<file path="src/rtl/prng_lcg.sv">
// Lehmer / Park-Miller generator: rand_num = (a * operand) mod m, computed with
// 32 shift-add multiply steps and 64 restoring-division steps (97-cycle latency).
module prng_lcg (
    input  logic        clk,
    input  logic        rst,
    input  logic [31:0] m,
    input  logic [31:0] a,
    input  logic [31:0] seed,
    input  logic        start,
    input  logic        cont,
    output logic        done,
    output logic [31:0] rand_num
);

    typedef enum logic [1:0] {IDLE, MUL, DIV, DONE} state_t;

    state_t      state;
    logic [31:0] m_q;
    logic [31:0] a_q;
    logic [31:0] op_q;
    logic [63:0] prod;
    logic [31:0] rem;
    logic [6:0]  cnt;

    logic [32:0] trial;
    logic [31:0] diff;
    logic        fits;

    // Next partial remainder: shift in the next product bit; subtract if m fits.
    always_comb begin
        trial = {rem, prod[63]};
        fits  = (trial >= {1'b0, m_q});
        diff  = trial[31:0] - m_q;
    end

    always_ff @(posedge clk or negedge rst) begin
        if (!rst) begin
            state    <= IDLE;
            done     <= 1'b0;
            rand_num <= 32'd0;
            m_q      <= 32'd0;
            a_q      <= 32'd0;
            op_q     <= 32'd0;
            prod     <= 64'd0;
            rem      <= 32'd0;
            cnt      <= 7'd0;
        end else begin
            case (state)
                IDLE: begin
                    if (start) begin
                        m_q   <= m;
                        a_q   <= a;
                        op_q  <= cont ? rand_num : seed;
                        prod  <= 64'd0;
                        cnt   <= 7'd0;
                        state <= MUL;
                    end
                end
                MUL: begin
                    // MSB-first shift-add over the operand bits
                    prod <= {prod[62:0], 1'b0} + (op_q[31] ? {32'd0, a_q} : 64'd0);
                    op_q <= {op_q[30:0], 1'b0};
                    if (cnt == 7'd31) begin
                        cnt   <= 7'd0;
                        rem   <= 32'd0;
                        state <= DIV;
                    end else begin
                        cnt <= cnt + 7'd1;
                    end
                end
                DIV: begin
                    if (cnt == 7'd64) begin
                        // prod has rotated a full turn, so its low word is intact for m=0
                        rand_num <= (m_q == 32'd0) ? prod[31:0] : rem;
                        done     <= 1'b1;
                        state    <= DONE;
                    end else begin
                        rem  <= fits ? diff : trial[31:0];
                        prod <= {prod[62:0], prod[63]};
                        cnt  <= cnt + 7'd1;
                    end
                end
                DONE: begin
                    if (!start) begin
                        done  <= 1'b0;
                        state <= IDLE;
                    end
                end
                default: state <= IDLE;
            endcase
        end
    end

endmodule

</file>
<file path="config.mk">
export PLATFORM = sky130hd
export DESIGN_NAME = prng_lcg
export DESIGN_NICKNAME = d
export VERILOG_FILES = /design/src/rtl/prng_lcg.sv
export SDC_FILE = /design/constraint.sdc
export NUM_CORES = 1
export LEC_CHECK = 0
export ABC_AREA = 1
export CORE_UTILIZATION = 52
export CTS_BUF_LIST = sky130_fd_sc_hd__clkbuf_8
export CTS_CLUSTER_DIAMETER = 120
export DETAILED_ROUTE_END_ITERATION = 10
export HOLD_SLACK_MARGIN = 0.02
export PLACE_DENSITY = 0.72
export SLEW_MARGIN = 20
export SYNTH_ARGS = -nofsm -noshare
export SYNTH_HDL_FRONTEND = slang
export SYNTH_SLANG_ARGS = --single-unit
</file>
<file path="constraint.sdc">
create_clock -name clk -period 2.94 [get_ports clk]
set_input_delay 0.588 -clock clk [delete_from_list [all_inputs] [get_ports clk]]
set_output_delay 0.588 -clock clk [all_outputs]
set_load 0.01 [all_outputs]
</file>
==> results.json, run 1 <==
{
  "ir_drop_mv": 0.298,
  "die_width_um": 185,
  "total_leakage_power_nw": 10.7,
  "grt_pass1_vias": 16400,
  "die_h_um": 185,
  "num_vias": 17600,
  "clkLatencyLatePin_ns": 0.63,
  "worst-endpoint-arrival_ns": 3.21,
  "regArea_um2": 5860,
  "status": "finished clean",
  "p_sw_mw": 1.53,
  "die_area_um2": 34100,
  "final_cell_mix": "nand2_1, inv_1, dfrtp_1",
  "synth-compound-area-share_pct": 11.8,
  "hpwl_mm": 42.3,
  "clkSlewWorstSetupHoldPaths_ns": 0.06,
  "crit_required_ns": 3.43,
  "syn-mean-instance-area_um2": 6.45,
  "initial_core_util_pct": 53.0,
  "max_freq_mhz": 368,
  "fill_cells": 3212,
  "hold_viol_final": 0,
  "min_delay_path_depth": 2,
  "synthesis.nets": 2860,
  "port_buffers": 132,
  "worstMarginPinSlew_ns": 0.941,
  "finalMaxSlewViolations": 0,
  "ant_nets": 0,
  "drive_above_1_share_pct": 5.46,
  "slowest_delay_ns": 0.38,
  "period_needed_ns": 2.72,
  "drc": 0,
  "power_density_nw_per_um2": 337,
  "cts_tree": "done",
  "synth-seq-cells": 234,
  "cts_max_level": 2,
  "drt_iter0_drc": 1754,
  "grt_use_total_pct": 33.9,
  "synthToLayoutAreaGrowth_pct": 15.3,
  "drt_first_pass_iters": 6,
  "grt_overflow": 0,
  "synth_xor_xnor_area_share_pct": 1.06,
  "netSwitchingFraction_pct": 22.7,
  "setup_tns_ns": 0,
  "intPower_mw": 5.21,
  "synth.area.mux_share_pct": 2.14,
  "avgRoutedWirePerCell_um": 17.2,
  "routed_wl_mm": 56.1,
  "gp_congestion": 1.02,
  "root_buffer": "clkbuf_8",
  "hold_class": "reg2reg",
  "top_level_ports": 133,
  "cts_buffer_depth": 3,
  "synth_edf_count": 0,
  "crit_path_end_kind": "flop",
  "nets": 2966,
  "critPathSlowestCell": "dfrtp_1",
  "post-route-period-util_pct": 92.4,
  "netlist_area_um2": 17300,
  "relSlewSlack_pct": 37.2,
  "p_seq_share_pct": 47.8,
  "multi_input_area_um2": 9630,
  "syn-instance-count": 2689,
  "synthFlopType": "dfrtp_1",
  "mostFrequentLayoutCell": "nand2_1",
  "criticalPathCategory": "reg2reg",
  "antenna_found_initial": 0,
  "diodes": 0,
  "post-cts-setup-buffers": 0,
  "num_rows": 66,
  "cts_made_buffers": 43,
  "grt_max_degree": 96,
  "ys_types": 47,
  "vias_per_cell": 5.39,
  "synth-seq-area-share_pct": 33.8,
  "clock-sinks": 234,
  "finalSetupViolCount": 0,
  "rsz0062_at_grt": "false",
  "synth-simple-area-share_pct": 35.0,
  "synth_top_family_by_area": "simple AND/OR/NAND/NOR gates",
  "async_flop_share_pct": 100,
  "worstRegToRegCells": 17,
  "synth_fa_ha_area_share_pct": 5.21,
  "combPwrFrac_pct": 3.6,
  "crit_chain": "buf_4, nand2_1, inv_1, ha_1, nand2_1, nor2_1, nand2_1, nor2_1, nand2_1, nand3_1, nand2_1, nand2_1, nand2_1, nand2_1, nand2_1, nand2_1, nand2_1",
  "worst_hold_slack_ns": 0.484,
  "worstPathMaxFanout": 24,
  "critPathLaunchType": "flop",
  "drv_cap": 0,
  "crit_top_cell": "nand2_1",
  "fin_skew_ns": 0.0369,
  "clockPowerShare_pct": 48.6,
  "grt_pass1_wl_mm": 89.1,
  "core-area_um2": 32700,
  "yosys_warnings": 0
}
-- cell usage after synthesis (all sizes together), types with 33 or more instances --
| cell | number | area [um2] |
|---|---|---|
| a21oi | 118 | 591 |
| buf | 42 | 240 |
| clkbuf | 58 | 223 |
| dfrtp | 234 | 5860 |
| ha | 69 | 863 |
| inv | 380 | 1430 |
| mux2 | 33 | 372 |
| nand2 | 1012 | 3820 |
| nand3 | 122 | 621 |
| nand3b | 42 | 315 |
| nor2 | 201 | 762 |
| nor3 | 54 | 275 |
| o21ai | 181 | 906 |
-- critical path, delay by kind of cell, from the launching register on --
kind	cells	cell delay (ns)
and+or+nand+nor	14	1.54
DFF	1	0.38
adders and majority gates	1	0.38
buffers and inverters	2	0.29
-- final cells by class --
type,instances,area share (%)
Timing Repair Buffer,161,8.24
Inverter,382,7.17
Tap cell,442,2.77
Multi-Input combinational cell,1973,48.2
Clock buffer,56,3.86
Sequential cell,234,29.3
Clock inverter,12,0.494
-- cells by family (layout without fill, tap and decap cells) --
family                   Yosys count  in the layout
multiplexers                      33             33
buffers and inverters            482            611
AND/OR/NAND/NOR                 1475           1475
XOR/XNOR                          21             21
AO/OA/AOI/OAI                    373            373
adder cells (fa/ha/maj)           71             71
flip-flops                       234            234
-- final timing paths --
check | to | from | slack [ns]
hold reg to reg | prod[63] | prod[63] | 0.48
hold / removal | prod[63] | prod[63] | 0.48
setup / recovery | prod[58] | op_q[31] | 0.22
max in group asynchronous | m_q[22] | rst | 1.59
min in group asynchronous | op_q[9] | rst | 0.51
setup reg to reg | prod[58] | op_q[31] | 0.22
-- repair_timing --
item,CTS,global route
hold endpoints to repair,56,0
resized for setup,0,5
hold buffers,1,0
endpoints found under the setup margin,0,13
-- per-stage QoR --
stage	power [mW]	util, %	area [um2]	setup WS (ns)	cells
6_report	6.74	61.1	20000	0.222	3260
5_1_grt	6.99	61.1	20000	0.00233	3260
4_1_cts	6.83	61.1	20000	0.228	3260
3_5_place_dp	3.53	58.4	19100	0.224	3191
3_3_place_gp	3.53	58.4	19100	0.276	3191
2_1_floorplan	3.31	-	17300	0.464	2689
-- power by group through the flow --
stage | logic [mW] | registers, mW | clock network [mW]
after CTS | 0.252 | 3.22 | 3.35
after detailed placement | 0.249 | 3.28 | 0
after global placement | 0.248 | 3.28 | 0
after global routing | 0.274 | 3.22 | 3.50
after floorplan | 0.0319 | 3.28 | 0
final | 0.246 | 3.22 | 3.28
-- metal layers --
layer	routed length, um	track usage (%)	vias up
met4	1430	10.8	0
met5	0	0	-
li1	-	-	8717
met2	24200	51.7	640
met3	4410	5.08	89
met1	26100	49.0	8110
-- state kept, by name, indices dropped and copies added (netlist names) --
name / flops
op_q: 32
rem: 32
state: 2
m_q: 32
done: 1
a_q: 32
rand_num: 32
cnt: 7
prod: 64
(Power assumes the default switching activity.)
==> run 2: changes to the inputs <==
--- a/config.mk
+++ b/config.mk
@@ -5,13 +5,12 @@
 export SDC_FILE = /design/constraint.sdc
 export NUM_CORES = 1
 export LEC_CHECK = 0
-export ABC_AREA = 1
 export CORE_UTILIZATION = 52
 export CTS_BUF_LIST = sky130_fd_sc_hd__clkbuf_8
 export CTS_CLUSTER_DIAMETER = 120
 export DETAILED_ROUTE_END_ITERATION = 10
 export HOLD_SLACK_MARGIN = 0.02
-export PLACE_DENSITY = 0.72
+export PLACE_DENSITY = 0.73
 export SLEW_MARGIN = 20
 export SYNTH_ARGS = -nofsm -noshare
 export SYNTH_HDL_FRONTEND = slang
==> results.json, run 2 <==
{
  "syn-instance-count": 1659,
  "netlist.area_leader.share_pct": 39.2,
  "r2r_start": "op_q[31]",
  "cts_buffer_depth": 3,
  "hold_viol_final": 0,
  "yosys_warnings": 0,
  "synth-seq-area-share_pct": 39.2,
  "core-area_um2": 28000,
  "avgRoutedWirePerCell_um": 19.2,
  "fin_skew_ns": 0.0383,
  "die_width_um": 171,
  "critPathLaunchType": "flop",
  "grt_overflow": 0,
  "max_freq_mhz": 319,
  "final_cell_mix": "dfrtp_1, nand2_1, buf_4",
  "p_total_mw": 6.44,
  "largest_register_ffs": 64,
  "crit_path_start": "op_q[31]",
  "drt_iter0_drc": 1154,
  "rsz0062_at_grt": "true",
  "dpl_cell_area_um2": 17700,
  "synth-seq-cells": 234,
  "violations": "negative setup slack",
  "initial_core_util_pct": 53.3,
  "synthesis.nets": 1830,
  "total_leakage_power_nw": 9.49,
  "hpwl_mm": 32.0,
  "regMostFlops": "prod",
  "gp_congestion": 0.954,
  "relSlewSlack_pct": 48.7,
  "synth_edf_count": 0,
  "synthFlopType": "dfrtp_1",
  "criticalPathCategory": "reg2reg",
  "synthTopCellsByCount": "dfrtp_1, nand2_1, o21ai_0, a21oi_1, nor2_1",
  "port_buffers": 132,
  "drv_cap": 0,
  "async_flop_share_pct": 100,
  "num_vias": 13900,
  "crit_path_end_kind": "flop",
  "worstRegToRegCells": 14,
  "clkSlewWorstSetupHoldPaths_ns": 0.06,
  "drt_first_pass_iters": 6,
  "cts_tree": "done",
  "grt_use_total_pct": 29.9,
  "synthToLayoutAreaGrowth_pct": 32.5,
  "ir_drop_mv": 0.246,
  "worstPathMaxFanout": 8,
  "root_buffer": "clkbuf_8",
  "grt_max_degree": 78,
  "grt_pass1_vias": 13200,
  "top_level_ports": 133,
  "critPathCapture": "prod[61]",
  "crit_required_ns": 3.39,
  "worst-endpoint-arrival_ns": 3.58,
  "worstMarginPinSlew_ns": 0.750,
  "die_h_um": 171,
  "clock-sinks": 234,
  "design_area_um2": 19800,
  "diodes": 0,
  "drive_above_1_share_pct": 24.7,
  "post-route-period-util_pct": 107,
  "antenna_found_initial": 0,
  "synth.most_common_cell": "dfrtp_1",
  "routed_wl_mm": 45.1,
  "vias_per_cell": 5.93,
  "synth_largest_area_cell": "dfrtp_1",
  "cts_max_level": 2,
  "finalSetupViolCount": 17,
  "power_density_nw_per_um2": 326,
  "grt_pass1_wl_mm": 68.7,
  "syn-mean-instance-area_um2": 8.99,
  "cts_made_buffers": 42,
  "status": "complete, but fails checks",
  "finalMaxSlewViolations": 0,
  "r2r_setup_slack_ns": -0.19,
  "num_rows": 61,
  "die_area_um2": 29400,
  "synth_area_leaders": "dfrtp_1, mux2i_1, ha_1, nand2_1, o21ai_0",
  "worst_hold_slack_ns": 0.482,
  "clkLatencyLatePin_ns": 0.58,
  "netlist_area_um2": 14900,
  "hold_class": "reg2reg",
  "mostFrequentLayoutCell": "dfrtp_1",
  "period_needed_ns": 3.13,
  "nets": 2120,
  "worst_slack_ns": -0.192,
  "ant_nets": 0,
  "reg2reg_to": "prod[61]",
  "drc": 0,
  "final_util_pct": 70.6,
  "ys_types": 77
}
==> run 2: area by class of cell <==
type                            count  area (um2)
Clock buffer                       52         716
Timing Repair Buffer              342        3060
Clock inverter                     15        67.6
Tap cell                          378         473
Multi-Input combinational cell   1270        9370
Inverter                           59         221
Sequential cell                   234        5860
Fill cell                        2135        8240
==> run 2: timing repair <==
item,in CTS,in global routing
endpoints found under the hold margin,1,0
gates resized for setup,63,152
hold buffers,1,0
buffers inserted,10,24
endpoints found under the setup margin,48,73
pin swaps,28,64
cloned,1,1
==> run 2: report_power, final <==
part,switching [mW],leakage [nW],internal (mW),total [mW]
sequential,0,3.24,3.22,3.22
combinational,0.116,5.80,0.149,0.265
clock,1.38,0.451,1.58,2.95
total,1.49,9.49,4.95,6.44
==> run 2: worst min path at each step <==
stage                     startpoint        to  cells past startpoint
after CTS                   op_q[13]  op_q[13]                      2
final                       op_q[27]  op_q[27]                      2
after global routing        op_q[13]  op_q[13]                      2
after detailed placement    op_q[13]  op_q[13]                      2
after global placement      op_q[18]  op_q[18]                      2
after floorplan                  rst    a_q[0]                      0
==> run 2: metal layers <==
metal	wire length [um]	vias to the layer above	track usage, %	share of wire (%)
li1	-	6581	-	-
met1	19700	6737	41.4	44
met2	20800	507	46.0	46
met3	2830	102	4.86	6.3
met4	1760	0	13.5	3.9
met5	0	-	0	0
==> run 2: kinds of logic after synthesis <==
group	Yosys count	synth area share, %
compound gates	480	19.9
xor+xnor	69	4.05
fa+ha+maj	71	6.05
buf+inv	156	4.39
flops	234	39.2
mux	155	10.9
simple gates	494	15.4
==> run 2: critical path, stage by stage (launching register included) <==
cell	delay, ns
dfrtp_2	0.45
buf_8	0.16
and2_4	0.14
ha_4	0.29
nand2_2	0.06
o21a_1	0.20
o21ai_2	0.24
a2111oi_4	0.11
or3_4	0.41
a21oi_4	0.24
buf_6	0.14
buf_6	0.12
o2111ai_1	0.14
a211oi_2	0.22
o21ai_1	0.09
==> run 2: metrics by stage <==
step	setup WS, ns	cells	setup TNS (ns)
3_3_place_gp	-0.302	2246	-4.98
5_1_grt	-0.278	2350	-4.42
6_report	-0.192	2350	-1.83
4_1_cts	-0.103	2325	-1.14
2_1_floorplan	0.00823	1659	0
3_5_place_dp	-0.446	2246	-8.38
